$ cat src/rtl/div_unit_if.sv
// Operand/result bundle between the execute stage and the iterative divider.
interface div_unit_if #(
    parameter int size = 32
) ();
    logic            start;
    logic [1:0]      op;
    logic [size-1:0] A;
    logic [size-1:0] B;
    logic            flush;
    logic            busy;
    logic            done;
    logic [size-1:0] S;

    // Requester side: drives the request and operands, observes status/result.
    modport master (
        output start, op, A, B, flush,
        input  busy, done, S
    );

    // Divider side: consumes the request, produces status/result.
    modport slave (
        input  start, op, A, B, flush,
        output busy, done, S
    );
endinterface

$ cat src/rtl/div_unit.sv
// Iterative restoring radix-2 divider for RV32M DIV/DIVU/REM/REMU.
// One quotient bit per CALC cycle; sign fix-up in FIX; DONE pulses the result.
module div_unit #(
    parameter int size = 32
) (
    input  logic       clk,
    input  logic       reset,
    div_unit_if.slave  bus
);
    localparam int CNT_W = $clog2(size + 1);

    localparam logic [size-1:0]  ZERO     = {size{1'b0}};
    localparam logic [size-1:0]  ONES     = {size{1'b1}};
    localparam logic [size-1:0]  ONE      = {{(size-1){1'b0}}, 1'b1};
    localparam logic [size-1:0]  MOST_NEG = {1'b1, {(size-1){1'b0}}};
    localparam logic [CNT_W-1:0] CNT_ZERO = {CNT_W{1'b0}};
    localparam logic [CNT_W-1:0] CNT_ONE  = CNT_W'(1);
    localparam logic [CNT_W-1:0] CNT_LOAD = CNT_W'(size);

    typedef enum logic [1:0] {
        IDLE = 2'd0,
        CALC = 2'd1,
        FIX  = 2'd2,
        DONE = 2'd3
    } state_t;

    state_t          state_q, state_d;
    logic [size-1:0] dvd_q, dvd_d;       // dividend, becomes quotient as bits shift in
    logic [size-1:0] dvs_q, dvs_d;       // divisor magnitude
    logic [size-1:0] rem_q, rem_d;       // partial remainder
    logic [CNT_W-1:0] cnt_q, cnt_d;      // iterations left
    logic            qsign_q, qsign_d;
    logic            rsign_q, rsign_d;
    logic            sel_rem_q, sel_rem_d; // op[1]: return remainder instead of quotient
    logic            busy_q, busy_d;
    logic            done_q, done_d;
    logic [size-1:0] s_q, s_d;

    logic            accept_s;
    logic            signed_op_s;
    logic            div0_s;
    logic            ovf_s;
    logic            special_s;
    logic [size-1:0] special_res_s;
    logic [size-1:0] abs_a_s;
    logic [size-1:0] abs_b_s;
    logic [size:0]   rem_sh_s;
    logic [size:0]   trial_s;
    logic [size-1:0] q_fix_s;
    logic [size-1:0] r_fix_s;

    // Request decode and special-case detection on the raw operands.
    always_comb begin
        accept_s    = (state_q == IDLE) && bus.start && !bus.flush;
        signed_op_s = ~bus.op[0];
        div0_s      = (bus.B == ZERO);
        ovf_s       = signed_op_s && (bus.A == MOST_NEG) && (bus.B == ONES);
        special_s   = div0_s || ovf_s;
        if (div0_s) begin
            special_res_s = bus.op[1] ? bus.A : ONES;
        end else begin
            special_res_s = bus.op[1] ? ZERO : bus.A;
        end
        // |MOST_NEG| wraps to the same bit pattern, which is correct read as unsigned.
        abs_a_s = (signed_op_s && bus.A[size-1]) ? (~bus.A + ONE) : bus.A;
        abs_b_s = (signed_op_s && bus.B[size-1]) ? (~bus.B + ONE) : bus.B;
    end

    // One restoring step plus the sign fix-up values used in FIX.
    always_comb begin
        rem_sh_s = {rem_q, dvd_q[size-1]};
        // rem_q < dvs_q keeps the result within size+1 bits, so bit [size] is the sign.
        trial_s  = rem_sh_s - {1'b0, dvs_q};
        q_fix_s  = qsign_q ? (~dvd_q + ONE) : dvd_q;
        r_fix_s  = rsign_q ? (~rem_q + ONE) : rem_q;
    end

    // State register.
    always_ff @(posedge clk) begin
        if (reset) begin
            state_q <= IDLE;
        end else begin
            state_q <= state_d;
        end
    end

    // Next-state logic; flush wins over everything except reset.
    always_comb begin
        state_d = state_q;
        case (state_q)
            IDLE: begin
                if (accept_s) begin
                    state_d = special_s ? DONE : CALC;
                end else begin
                    state_d = IDLE;
                end
            end
            CALC: begin
                if (bus.flush) begin
                    state_d = IDLE;
                end else if (cnt_q == CNT_ONE) begin
                    state_d = FIX;
                end else begin
                    state_d = CALC;
                end
            end
            FIX: begin
                if (bus.flush) begin
                    state_d = IDLE;
                end else begin
                    state_d = DONE;
                end
            end
            DONE: begin
                state_d = IDLE;
            end
            default: begin
                state_d = IDLE;
            end
        endcase
    end

    // Datapath next values: operand capture on accept, one shift per CALC cycle.
    always_comb begin
        dvd_d     = dvd_q;
        dvs_d     = dvs_q;
        rem_d     = rem_q;
        cnt_d     = cnt_q;
        qsign_d   = qsign_q;
        rsign_d   = rsign_q;
        sel_rem_d = sel_rem_q;
        if (accept_s) begin
            sel_rem_d = bus.op[1];
            if (!special_s) begin
                dvd_d   = abs_a_s;
                dvs_d   = abs_b_s;
                rem_d   = ZERO;
                cnt_d   = CNT_LOAD;
                qsign_d = signed_op_s && (bus.A[size-1] ^ bus.B[size-1]);
                rsign_d = signed_op_s && bus.A[size-1];
            end else begin
                dvd_d = dvd_q;
            end
        end else if ((state_q == CALC) && !bus.flush) begin
            rem_d = trial_s[size] ? rem_sh_s[size-1:0] : trial_s[size-1:0];
            dvd_d = {dvd_q[size-2:0], ~trial_s[size]};
            cnt_d = cnt_q - CNT_ONE;
        end else begin
            cnt_d = cnt_q;
        end
    end

    // Datapath registers.
    always_ff @(posedge clk) begin
        if (reset) begin
            dvd_q     <= ZERO;
            dvs_q     <= ZERO;
            rem_q     <= ZERO;
            cnt_q     <= CNT_ZERO;
            qsign_q   <= 1'b0;
            rsign_q   <= 1'b0;
            sel_rem_q <= 1'b0;
        end else begin
            dvd_q     <= dvd_d;
            dvs_q     <= dvs_d;
            rem_q     <= rem_d;
            cnt_q     <= cnt_d;
            qsign_q   <= qsign_d;
            rsign_q   <= rsign_d;
            sel_rem_q <= sel_rem_d;
        end
    end

    // Output next values; busy/done follow the state being entered so they are registered.
    always_comb begin
        busy_d = (state_d == CALC) || (state_d == FIX);
        done_d = (state_d == DONE);
        if (accept_s && special_s) begin
            s_d = special_res_s;
        end else if ((state_q == FIX) && !bus.flush) begin
            s_d = sel_rem_q ? r_fix_s : q_fix_s;
        end else begin
            s_d = s_q;
        end
    end

    // Output registers.
    always_ff @(posedge clk) begin
        if (reset) begin
            busy_q <= 1'b0;
            done_q <= 1'b0;
            s_q    <= ZERO;
        end else begin
            busy_q <= busy_d;
            done_q <= done_d;
            s_q    <= s_d;
        end
    end

    assign bus.busy = busy_q;
    assign bus.done = done_q;
    assign bus.S    = s_q;
endmodule

$ cat src/flat_wrapper.sv
// flat-port wrapper written by rule: the top's interface ports become plain ports
module div_unit_flat 
#(
    parameter int size = 32
)
  (clk, reset, bus_start, bus_op, bus_A, bus_B, bus_flush, bus_busy, bus_done, bus_S);
  div_unit_if #(.size(size)) bus_i ();
  input  logic clk;
  input  logic reset;
  input wire logic [$bits(bus_i.start)-1:0] bus_start;
  input wire logic [$bits(bus_i.op)-1:0] bus_op;
  input wire logic [$bits(bus_i.A)-1:0] bus_A;
  input wire logic [$bits(bus_i.B)-1:0] bus_B;
  input wire logic [$bits(bus_i.flush)-1:0] bus_flush;
  output wire logic [$bits(bus_i.busy)-1:0] bus_busy;
  output wire logic [$bits(bus_i.done)-1:0] bus_done;
  output wire logic [$bits(bus_i.S)-1:0] bus_S;
  assign bus_i.start = bus_start;
  assign bus_i.op = bus_op;
  assign bus_i.A = bus_A;
  assign bus_i.B = bus_B;
  assign bus_i.flush = bus_flush;
  assign bus_busy = bus_i.busy;
  assign bus_done = bus_i.done;
  assign bus_S = bus_i.S;
  div_unit #(.size(size)) u_core (.clk(clk), .reset(reset), .bus(bus_i));
endmodule
$ cat config.mk
export PLATFORM = sky130hd
export DESIGN_NAME = div_unit_flat
export DESIGN_NICKNAME = d
export VERILOG_FILES = /design/src/rtl/div_unit_if.sv /design/src/rtl/div_unit.sv /design/src/flat_wrapper.sv
export SDC_FILE = /design/constraint.sdc
export NUM_CORES = 1
export LEC_CHECK = 0
export CAP_MARGIN = 20
export CORE_MARGIN = 4
export CORE_UTILIZATION = 59
export DETAILED_ROUTE_END_ITERATION = 12
export PLACE_DENSITY = 0.82
export SLEW_MARGIN = 20
export SYNTH_ARGS = -nofsm -noshare
export SYNTH_HDL_FRONTEND = slang
export SYNTH_SLANG_ARGS = --single-unit
$ cat constraint.sdc
create_clock -name clk -period 3.9 [get_ports clk]
set_input_delay 0.975 -clock clk [delete_from_list [all_inputs] [get_ports clk]]
set_output_delay 0.975 -clock clk [all_outputs]
set_load 0.03 [all_outputs]
==> qor.txt <==
outcome: complete, no violations
count of cell types in the netlist: 75
multiplexer share of the synthesized area: 2.80%
cells after synthesis: 1432
crit path cell chain: clkdlybuf4s50_1, or4_1, nor4_1, and3_1, a21o_1, and2_1, buf_4, nor3_1, buf_12, nand2_1, nand3_1
r2r startpoint: u_core.dvd_q[31]
Clock Skew: 0.0106 ns
period utilization: 90.0%
nets: 1633
top cell type's share of synthesized area: 26.2%
DIE AREA: 0.0205 mm2
CP arrival: 3.82 ns
reg2reg end: u_core.dvd_q[0]
Initial DRC Count: 1158
final hold violations: 0
Root Driver: clkbuf_16
clk sinks: 141
syn avg cell area: 7.53 um2
# setup viols final: 0
Die W: 143 um
Compound-Gate Fraction of Synth Area: 27.2%
worst slew pin tran: 1.10 ns
clock tree buffer depth: 2
largest vdd supply drop: 0.338 mV
Area Overhead vs Synth: 19.5%
net switching power: 0.00122 W
#FFs+latches synth: 141
n_diodes: 0
synthesized cell area: 0.0108 mm2
global-route wire length before repair: 53.4 mm
P_int: 0.00286 W
simple logic cell fraction of the synthesized area: 21.9%
initial antenna violation count: 0
M1 GR Usage: 44.5%
slew margin rel.: 26.9%
Final Cell Area: 0.0129 mm2
Worst Hold Class: reg2reg
Min Hold Slack: 0.455 ns
Placed Cells: 1732
asr flop ratio synth: 0%
Via Count: 11200
RSZ-0062 raised after global routing: no
wire length per cell: 18.7 um
Crit Path Category: in2reg
Clock Power Share: 41.1%
# IOs: 104
starting density of the core: 60.0%
Synth Area in XOR/XNOR: 11.8%
Mapped Nets: 1543
largest net degree at the start of global routing: 47
vias in the first global route: 10200
Max Fanout on Critical Path: 15
share of post-route cells with drive strength above 1: 7.56%
worst hold path startpoint: u_core.bus.S[9]
largest cells by area after synthesis: dfxtp_1 (26%), xor2_1 (6.3%), xnor2_1 (5.4%)
Placed Area: 0.0123 mm2
CP endpoint kind: flip-flop
leak pwr: 4.73 nW
Top Usage Layer GRT: met2
cts bufs inserted: 17
final slew viol count: 0
Tot GR Track Use: 32.1%
hold endpoint: u_core.bus.S[9]
GP Congestion: 0.968
Clock Latency Late Sink: 0.43 ns
CP Launch Type: input port
WP data required: 4.21 ns
number of max-cap violations: 0
Worst path max stage delay: 0.58 ns
share of power burned in registers: 38.1%
M3 GR Usage: 4.62%
Layout Cells excl Fill: 1764
Rows: 49
post-DP HPWL: 24.4 mm
Layout Utilization: 71.7%
combinational family with the most area after synthesis: compound AO/OA/AOI/OAI gates
post-CTS sizing: 0
I/O Buffers: 103
M2 GR Usage: 51.1%
CTS tree: yes
fin crit period: 3.51 ns
Synthesis Warnings: 0
top_reg_cell synth: dfxtp_1
Die H: 143 um
Comb power frac: 20.7%
DRC viols: 0
setup tns final: 0 ns
DRT antenna net count: 0
final global-route overflow total: 0
final wirelength: 32.9 mm
hold bufs inserted after CTS: 0
Post-Synth Adder-Cell Area: 4.83%
DR vias/cell: 6.37
Clock Pin Slew Worst Setup and Hold Paths: 0.06 ns
post-synthesis sequential area ratio: 26.2%
r2r setup slk: 0.47 ns
hold path cells: 2
R2R cell count: 12
H-tree levels: 4
postcts setup bufs: 0
EDFF count, synth: 0
biggest area consumer among synthesized cells: dfxtp_1
fmax: 285 MHz
TritonRoute pass-1 iters: 6
slowest CP cell: or4_1
CORE AREA: 0.0180 mm2
P per Cell Area: 316 mW/mm2
switch share: 29.9%
## placed cells by master, fill, tap and decap left out, types with 16 or more instances in the layout
cell type,n
a211oi_1,70
a21oi_1,87
a22oi_1,26
buf_4,56
clkbuf_16,17
clkdlybuf4s50_1,102
dfxtp_1,140
ha_1,40
inv_1,51
mux2i_1,29
nand2_1,148
nand3_1,29
nand4_1,22
nor2_1,138
nor3_1,32
nor4_1,16
o21ai_0,98
o31ai_1,39
o41ai_1,17
or3_1,23
xnor2_1,67
xor2_1,78
## area by class of cell
class | count | area (um2)
fill | 1474 | 5080
multi-input combinational | 1146 | 7410
sequential | 141 | 2820
clock buffer | 18 | 429
clock inverter | 14 | 169
timing repair buffer | 165 | 1580
tap | 229 | 287
inverter | 51 | 191
## power by group through the flow
| stage | registers, W | logic, W | clock network, W |
|---|---|---|---|
| CTS | 0.00155 | 0.000830 | 0.00168 |
| detailed placement | 0.00158 | 0.000823 | 0 |
| global route | 0.00156 | 0.000927 | 0.00175 |
| floorplan | 0.00155 | 0.000558 | 0 |
| finish | 0.00156 | 0.000845 | 0.00168 |
| global placement | 0.00158 | 0.000808 | 0 |
## flip-flops by register name, summed over array words and instances (netlist names)
signal	flops
u_core.dvd_q	32
u_core.bus.busy	1
u_core.state_q	2
u_core.bus.done	1
u_core.cnt_q	6
u_core.dvs_q	32
u_core.rsign_q	1
u_core.rem_q	32
u_core.sel_rem_q	1
u_core.bus.S	32
u_core.qsign_q	1
## metal layers
metal | up-vias | routed length (um)
met5 | - | 0
met4 | 0 | 961
met3 | 89 | 2660
met2 | 530 | 14900
met1 | 5200 | 14400
li1 | 5422 | -
## worst max-delay path by stage
stage                startpoint               end  slack, ns
6_report              bus_A[17]   u_core.bus.S[0]       0.39
2_1_floorplan         bus_A[17]   u_core.bus.busy       0.60
5_1_grt        u_core.dvd_q[31]  u_core.rem_q[17]       0.23
3_3_place_gp          bus_A[17]   u_core.bus.busy       0.12
4_1_cts               bus_A[17]   u_core.bus.busy       0.46
3_5_place_dp          bus_A[17]   u_core.bus.busy       0.04
## critical path: cells and delay by family
kind,cells,cell delay (ns)
compound gates,1,0.19
buf+inv,3,0.77
simple gates,7,1.87
## synthesized netlist by cell type (all sizes together), types with 6 or more instances
cell type  number
xor2           78
buf            29
clkbuf         65
a211o          11
a22oi          26
ha             40
dfxtp         141
xnor2          67
nand3          29
and2            7
nand4          22
or4            17
mux2i          29
inv            51
nor4           17
o21ai          99
a211oi         72
nor2          139
nor3           34
and3            9
nand2b         15
a21o           10
or3            24
o41ai          17
nand2         149
o22ai           8
nor2b          13
o31ai          41
o21a            6
a21oi          87
o211ai         15
a31oi          10
## metrics by stage
stage / worst slack [ns] / total power [W]
2_1_floorplan: 0.595 / 0.00211
3_3_place_gp: 0.123 / 0.00239
3_5_place_dp: 0.0407 / 0.00241
4_1_cts: 0.460 / 0.00406
5_1_grt: 0.232 / 0.00423
6_report: 0.390 / 0.00408
## logic make-up (layout without fill, tap and decap cells)
group / after synthesis / in the layout
xor gates and xnor gates: 145 / 145
AOI/OAI and AO/OA: 438 / 438
DFF: 141 / 141
buffers and inverters: 145 / 248
adders and majority gates: 41 / 41
and+or+nand+nor: 492 / 492
muxes: 30 / 30
No activity file was read; power rests on OpenSTA's default activity.
==> RTL edit 1: new RTL, same flow settings <==
`size` is set to 32 in 3 places; all go to 16.
--- a/src/rtl/div_unit_if.sv
+++ b/src/rtl/div_unit_if.sv
@@ -1,6 +1,6 @@
 // Operand/result bundle between the execute stage and the iterative divider.
 interface div_unit_if #(
-    parameter int size = 32
+    parameter int size = 16
 ) ();
     logic            start;
     logic [1:0]      op;
--- a/src/rtl/div_unit.sv
+++ b/src/rtl/div_unit.sv
@@ -1,7 +1,7 @@
 // Iterative restoring radix-2 divider for RV32M DIV/DIVU/REM/REMU.
 // One quotient bit per CALC cycle; sign fix-up in FIX; DONE pulses the result.
 module div_unit #(
-    parameter int size = 32
+    parameter int size = 16
 ) (
     input  logic       clk,
     input  logic       reset,
--- a/src/flat_wrapper.sv
+++ b/src/flat_wrapper.sv
@@ -1,7 +1,7 @@
 // flat-port wrapper written by rule: the top's interface ports become plain ports
 module div_unit_flat 
 #(
-    parameter int size = 32
+    parameter int size = 16
 )
   (clk, reset, bus_start, bus_op, bus_A, bus_B, bus_flush, bus_busy, bus_done, bus_S);
   div_unit_if #(.size(size)) bus_i ();
Interface: changed (resized bus_A, bus_B and bus_S); port bits go from 104 to 56. No check against the original RTL was run, so the function may have changed too.
==> RTL edit 1 against the original RTL <==
Sequential cell count decreased by 65. Worst setup slack improved by 0.18 ns. Clock power decreased by 66%. Fmax increased by 5.4%. Synthesized area decreased by 47%. Final area decreased by 49%. Non-clock buffer count decreased by 94. Utilization decreased by 1.8 points. Final cell count decreased by 47%. Hold slack improved by 0.0048 ns. Routed wire length decreased by 52%. Power decreased by 53%. Register-to-register slack improved by 0.37 ns. Critical path depth decreased by 1. Highest routed layer unchanged.
==> RTL edit 1: results (changes against the original RTL) <==
Parameter                              Value

CTS
  Worst-Skew Late Latency ... 0.37 ns (-0.06 ns)
  H-Tree Depth ... 3 (-1)
  Number of buffers created by CTS ... 9 (-8)
  Clock transition at the register clock pins on the worst setup and hold paths after CTS ... 0.08 ns (+0.02 ns)
  Maximum root-to-sink buffer count ... 2 (unchanged)
  Clock tree root driver cell ... clkbuf_8

STA
  Clock tree skew after final layout ... 0.01663 ns (+0.006031 ns)
  Relative slew slack ... 30.55% (+3.7 points)

Placement
  Post-DP HPWL ... 12130 µm (-50%)
  # port buffers ... 55 (-47%)
  Placed inst area ... 0.006337 mm² (-48%)
  Global placement routability congestion ... 0.9610 (-0.68%)

Setup path
  Critical path origin ... bus_B[1]
  Crit path arrival time ... 3.56 ns (-0.26 ns)
  FF-to-FF path depth ... 11 (-1)
  Worst-case register-to-register setup slack ... 0.84 ns (+0.37 ns)
  Crit path capture ... u_core.dvd_q[13]$_SDFFE_PP0P_
  Startpoint of the lowest-slack register-to-register path ... u_core.dvd_q[15]$_SDFFE_PP0P_
  FF-to-FF End ... u_core.rem_q[1]$_SDFFE_PP0P_
  Biggest fanout along the worst timing path ... 17 (+2)

Route
  Drt initial violations ... 387 (-67%)
  Total wire length ... 15800 µm (-52%)
  TritonRoute pass-1 iters ... 6 (unchanged)
  Met1 layer wirelength in the final routing ... 7138 µm (-51%)
  Met3 Routed Length ... 1171 µm (-56%)
  Met2 wirelength from detailed routing ... 7263 µm (-51%)
  Via-per-instance ratio ... 6.105 (-4.2%)

Global route
  Global Route Usage Sum ... 28.04% (-4.0 points)
  Met3 usage ... 4.311% (-0.31 points)
  Largest net degree at the start of global routing ... 40 (-15%)
  Global-route track usage on met1 ... 39.13% (-5.4 points)
  Met2 routing resource usage after global routing ... 44.75% (-6.4 points)
  Number of antenna violations at the first check in global routing ... 0 (unchanged)
  Vias in the first global route ... 5251 (-49%)
  Wire length of the first global-routing pass ... 25830 µm (-52%)

Synth
  Post-synth net total ... 823 (-47%)
  Synth top area cells ... dfxtp_1, xnor2_1, a211oi_1
  Unique cell type count in the Yosys netlist ... 59 (-21%)
  Synthesis warning total ... 0 (unchanged)
  Sequential-to-total area share from yosys stat ... 26.71% (+0.54 points)
  List of most frequent post-synthesis cells ... nor2_1, dfxtp_1, a21oi_1
  Commonest register cell after synthesis ... dfxtp_1

Min path
  Hold Path Sink ... u_core.dvs_q[5]$_SDFFE_PP0P_
  Worst min path class ... reg2reg
  Origin of the worst min-delay path ... u_core.dvs_q[5]$_SDFFE_PP0P_

Layout
  # nets final ... 858 (-47%)
  Layout filler cell count ... 782 (-47%)
  Fraction of final layout cells sized beyond drive strength 1 ... 6.250% (-1.3 points)

Outcome
  Result of the run ... complete, no violations

Pwr
  Worst voltage drop across the vdd grid ... 0.1864 mV (-45%)
  Leakage ... 2.411 nW (-49%)

Job
  Count of max-cap constraint violations ... 0 (unchanged)
RTL edit 1: cell type report:
type | count | area [µm²] | share of cell area (%)
Tap cell | 129 | 161.4 | 2.475
Timing Repair Buffer | 71 | 665.6 | 10.21
Clock inverter | 7 | 60.06 | 0.9210
Clock buffer | 9 | 123.9 | 1.899
Multi-Input combinational cell | 598 | 3842 | 58.92
Sequential cell | 76 | 1521 | 23.33
Inverter | 39 | 146.4 | 2.245
RTL edit 1: stage by stage:
| stage | hold WS [ns] | power [mW] | cells | setup WS (ns) |
|---|---|---|---|---|
| floorplan | 0.4319 | 1.191 | 760 | 0.9467 |
| global placement | 0.4436 | 1.323 | 913 | 0.3527 |
| detailed placement | 0.4491 | 1.339 | 913 | 0.2364 |
| CTS | 0.4611 | 1.900 | 929 | 0.6035 |
| global route | 0.4894 | 1.988 | 929 | 0.3863 |
| finish | 0.4596 | 1.900 | 929 | 0.5682 |
RTL edit 1: logic make-up after synthesis:
kind of cell	Yosys count	share of synthesized area (%)
flip-flops	76	26.71
buffers and inverters	86	6.041
XOR/XNOR	62	9.534
AND/OR/NAND/NOR	266	22.96
adder cells (fa/ha/maj)	25	5.624
AO/OA/AOI/OAI	230	26.49
multiplexers	15	2.636
RTL edit 1: where the power goes:
group,switching (mW),internal [mW]
Clock,0.330,0.239
Sequential,0.0305,0.801
Combinational,0.285,0.214
RTL edit 1: worst max-delay path, cell delays in order:
cell and delay, ns:
clkdlybuf4s50_1 0.57, ha_1 0.20, nand4_1 0.08, nor3_1 0.46
nand4_2 0.33, a31oi_2 0.42, buf_4 0.28, a211oi_1 0.06
a21oi_1 0.13, nor2_1 0.06
==> RTL edit 2: new RTL, same flow settings <==
Without the edit above. Reset style: asynchronous (`reset`), changed in 3 clocked blocks.
--- a/src/rtl/div_unit.sv
+++ b/src/rtl/div_unit.sv
@@ -76,7 +76,7 @@
     end
 
     // State register.
-    always_ff @(posedge clk) begin
+    always_ff @(posedge clk or posedge reset) begin
         if (reset) begin
             state_q <= IDLE;
         end else begin
@@ -151,7 +151,7 @@
     end
 
     // Datapath registers.
-    always_ff @(posedge clk) begin
+    always_ff @(posedge clk or posedge reset) begin
         if (reset) begin
             dvd_q     <= ZERO;
             dvs_q     <= ZERO;
@@ -185,7 +185,7 @@
     end
 
     // Output registers.
-    always_ff @(posedge clk) begin
+    always_ff @(posedge clk or posedge reset) begin
         if (reset) begin
             busy_q <= 1'b0;
             done_q <= 1'b0;
Check against the original RTL: differs if reset is asserted again (counterexample within 4 cycles, from zero or initial values and one cycle with reset high); with reset held inactive, the same outputs for 10 cycles.
==> RTL edit 2 against the original RTL <==
Final area rose by 4.6%. Count of clock-buffer cells in the layout rose by 1. Critical endpoint is now u_core.bus.S[31]$_DFFE_PP0P_. Synthesized cell count fell by 4.3%. Routed wire length rose by 7.6%. Sequential share of layout area rose by 4.3 points. Worst setup slack got worse by 0.012 ns. Critical path type unchanged. Sequential cell count did not move. Synthesized area rose by 4.0%. Die area rose by 3.7%.
Power is not compared: it rests on default switching activity, and its combinational part moved more than twofold at a synthesized area within 25%.
==> RTL edit 2: results (changes against the original RTL) <==
Parameter                              Value

Layout
  Fraction of final layout cells sized beyond drive strength 1 ... 9.574% (+2.0 points)
  # nets final ... 1604 (-1.8%)

Setup path
  Crit path capture ... u_core.bus.S[31]$_DFFE_PP0P_
  Startpoint of the lowest-slack register-to-register path ... u_core.dvd_q[31]$_DFFE_PP0P_
  FF-to-FF path depth ... 13 (+1)
  Critical path origin ... bus_A[9]
  Library cell contributing the largest single delay on the critical path ... or4_4
  FF-to-FF End ... u_core.rem_q[10]$_DFFE_PP0P_
  Crit path arrival time ... 3.85 ns (+0.03 ns)
  Worst-case register-to-register setup slack ... 0.53 ns (+0.06 ns)

Placement
  Minimum setup slack after placement ... -0.01254 ns (-0.05329 ns)
  Post-DP HPWL ... 26020 µm (+6.4%)
  Placed inst area ... 0.01290 mm² (+5.0%)
  Number of placed instances, taps included ... 1708 (-1.4%)
  Global placement routability congestion ... 0.9461 (-2.2%)

Route
  Met3 Routed Length ... 3104 µm (+17%)
  Average wire per standard cell ... 20.39 µm (+9.2%)
  Drt initial violations ... 1367 (+18%)
  Met1 layer wirelength in the final routing ... 14950 µm (+3.5%)
  Met2 wirelength from detailed routing ... 16070 µm (+8.0%)
  Total wire length ... 35440 µm (+7.6%)
  Routed via count ... 11490 (+2.2%)
  TritonRoute pass-1 iters ... 6 (unchanged)

Global route
  Wire length of the first global-routing pass ... 57280 µm (+7.3%)
  Largest net degree at the start of global routing ... 142 (+200%)
  Met3 usage ... 6.322% (+1.7 points)
  Number of antenna violations at the first check in global routing ... 0 (unchanged)
  Global-route track usage on met1 ... 44.85% (+0.33 points)
  Global Route Usage Sum ... 32.83% (+0.77 points)

STA
  Fraction of the cycle the final worst path needs ... 90.31% (+0.30 points)
  Relative slew slack ... 19.88% (-7.0 points)
  Worst hold slack across all endpoints ... 0.4800 ns (+0.02525 ns)
  Clock tree skew after final layout ... 0.01299 ns (+0.002392 ns)

Min path
  Origin of the worst min-delay path ... u_core.dvs_q[21]$_DFFE_PP0P_

Synth
  Post-synth net total ... 1482 (-4.0%)
  Commonest register cell after synthesis ... dfrtp_1
  Mean area per synthesized cell ... 8.179 µm² (+8.6%)
  Synth top area cells ... dfrtp_1, xor2_1, xnor2_1
  Unique cell type count in the Yosys netlist ... 73 (-2.7%)
  Fraction of registers with async set/reset ... 100.0% (+100 points)
  Sequential-to-total area share from yosys stat ... 31.47% (+5.3 points)

Outcome
  Result of the run ... complete, no violations
## RTL edit 2: cell types whose count changed in the layout (fill, tap and decap cells not counted), moves of 15 or more
cell       unedited run  this run
dfxtp_1             140         0
mux2i_1              29         8
a22oi_1              26         0
o22ai_1               8        24
dfrtp_1               0       141
buf_4                56        79
o2bb2ai_1             1        16
nand2_1             148       121
a211oi_1             70        26
## RTL edit 2: cells by family (layout without fill, tap and decap cells)
kind of cell               Yosys count  count (layout)  share of synthesized area [%]
muxes                                8               8                         0.7142
and+or+nand+nor                    452             452                          20.19
buffers and inverters              141             274                          5.244
adders and majority gates           55              55                          5.892
xor gates and xnor gates           147             147                          11.48
DFF                                141             141                          31.47
AOI/OAI and AO/OA                  427             427                          25.02
## RTL edit 2: cell type report
type | instances | area, µm²
fill | 1456 | 5226
timing repair buffer | 188 | 1744
tap | 234 | 292.8
clock buffer | 19 | 432.9
clock inverter | 11 | 145.1
multi-input combinational | 1089 | 7122
sequential | 141 | 3528
inverter | 56 | 214.0
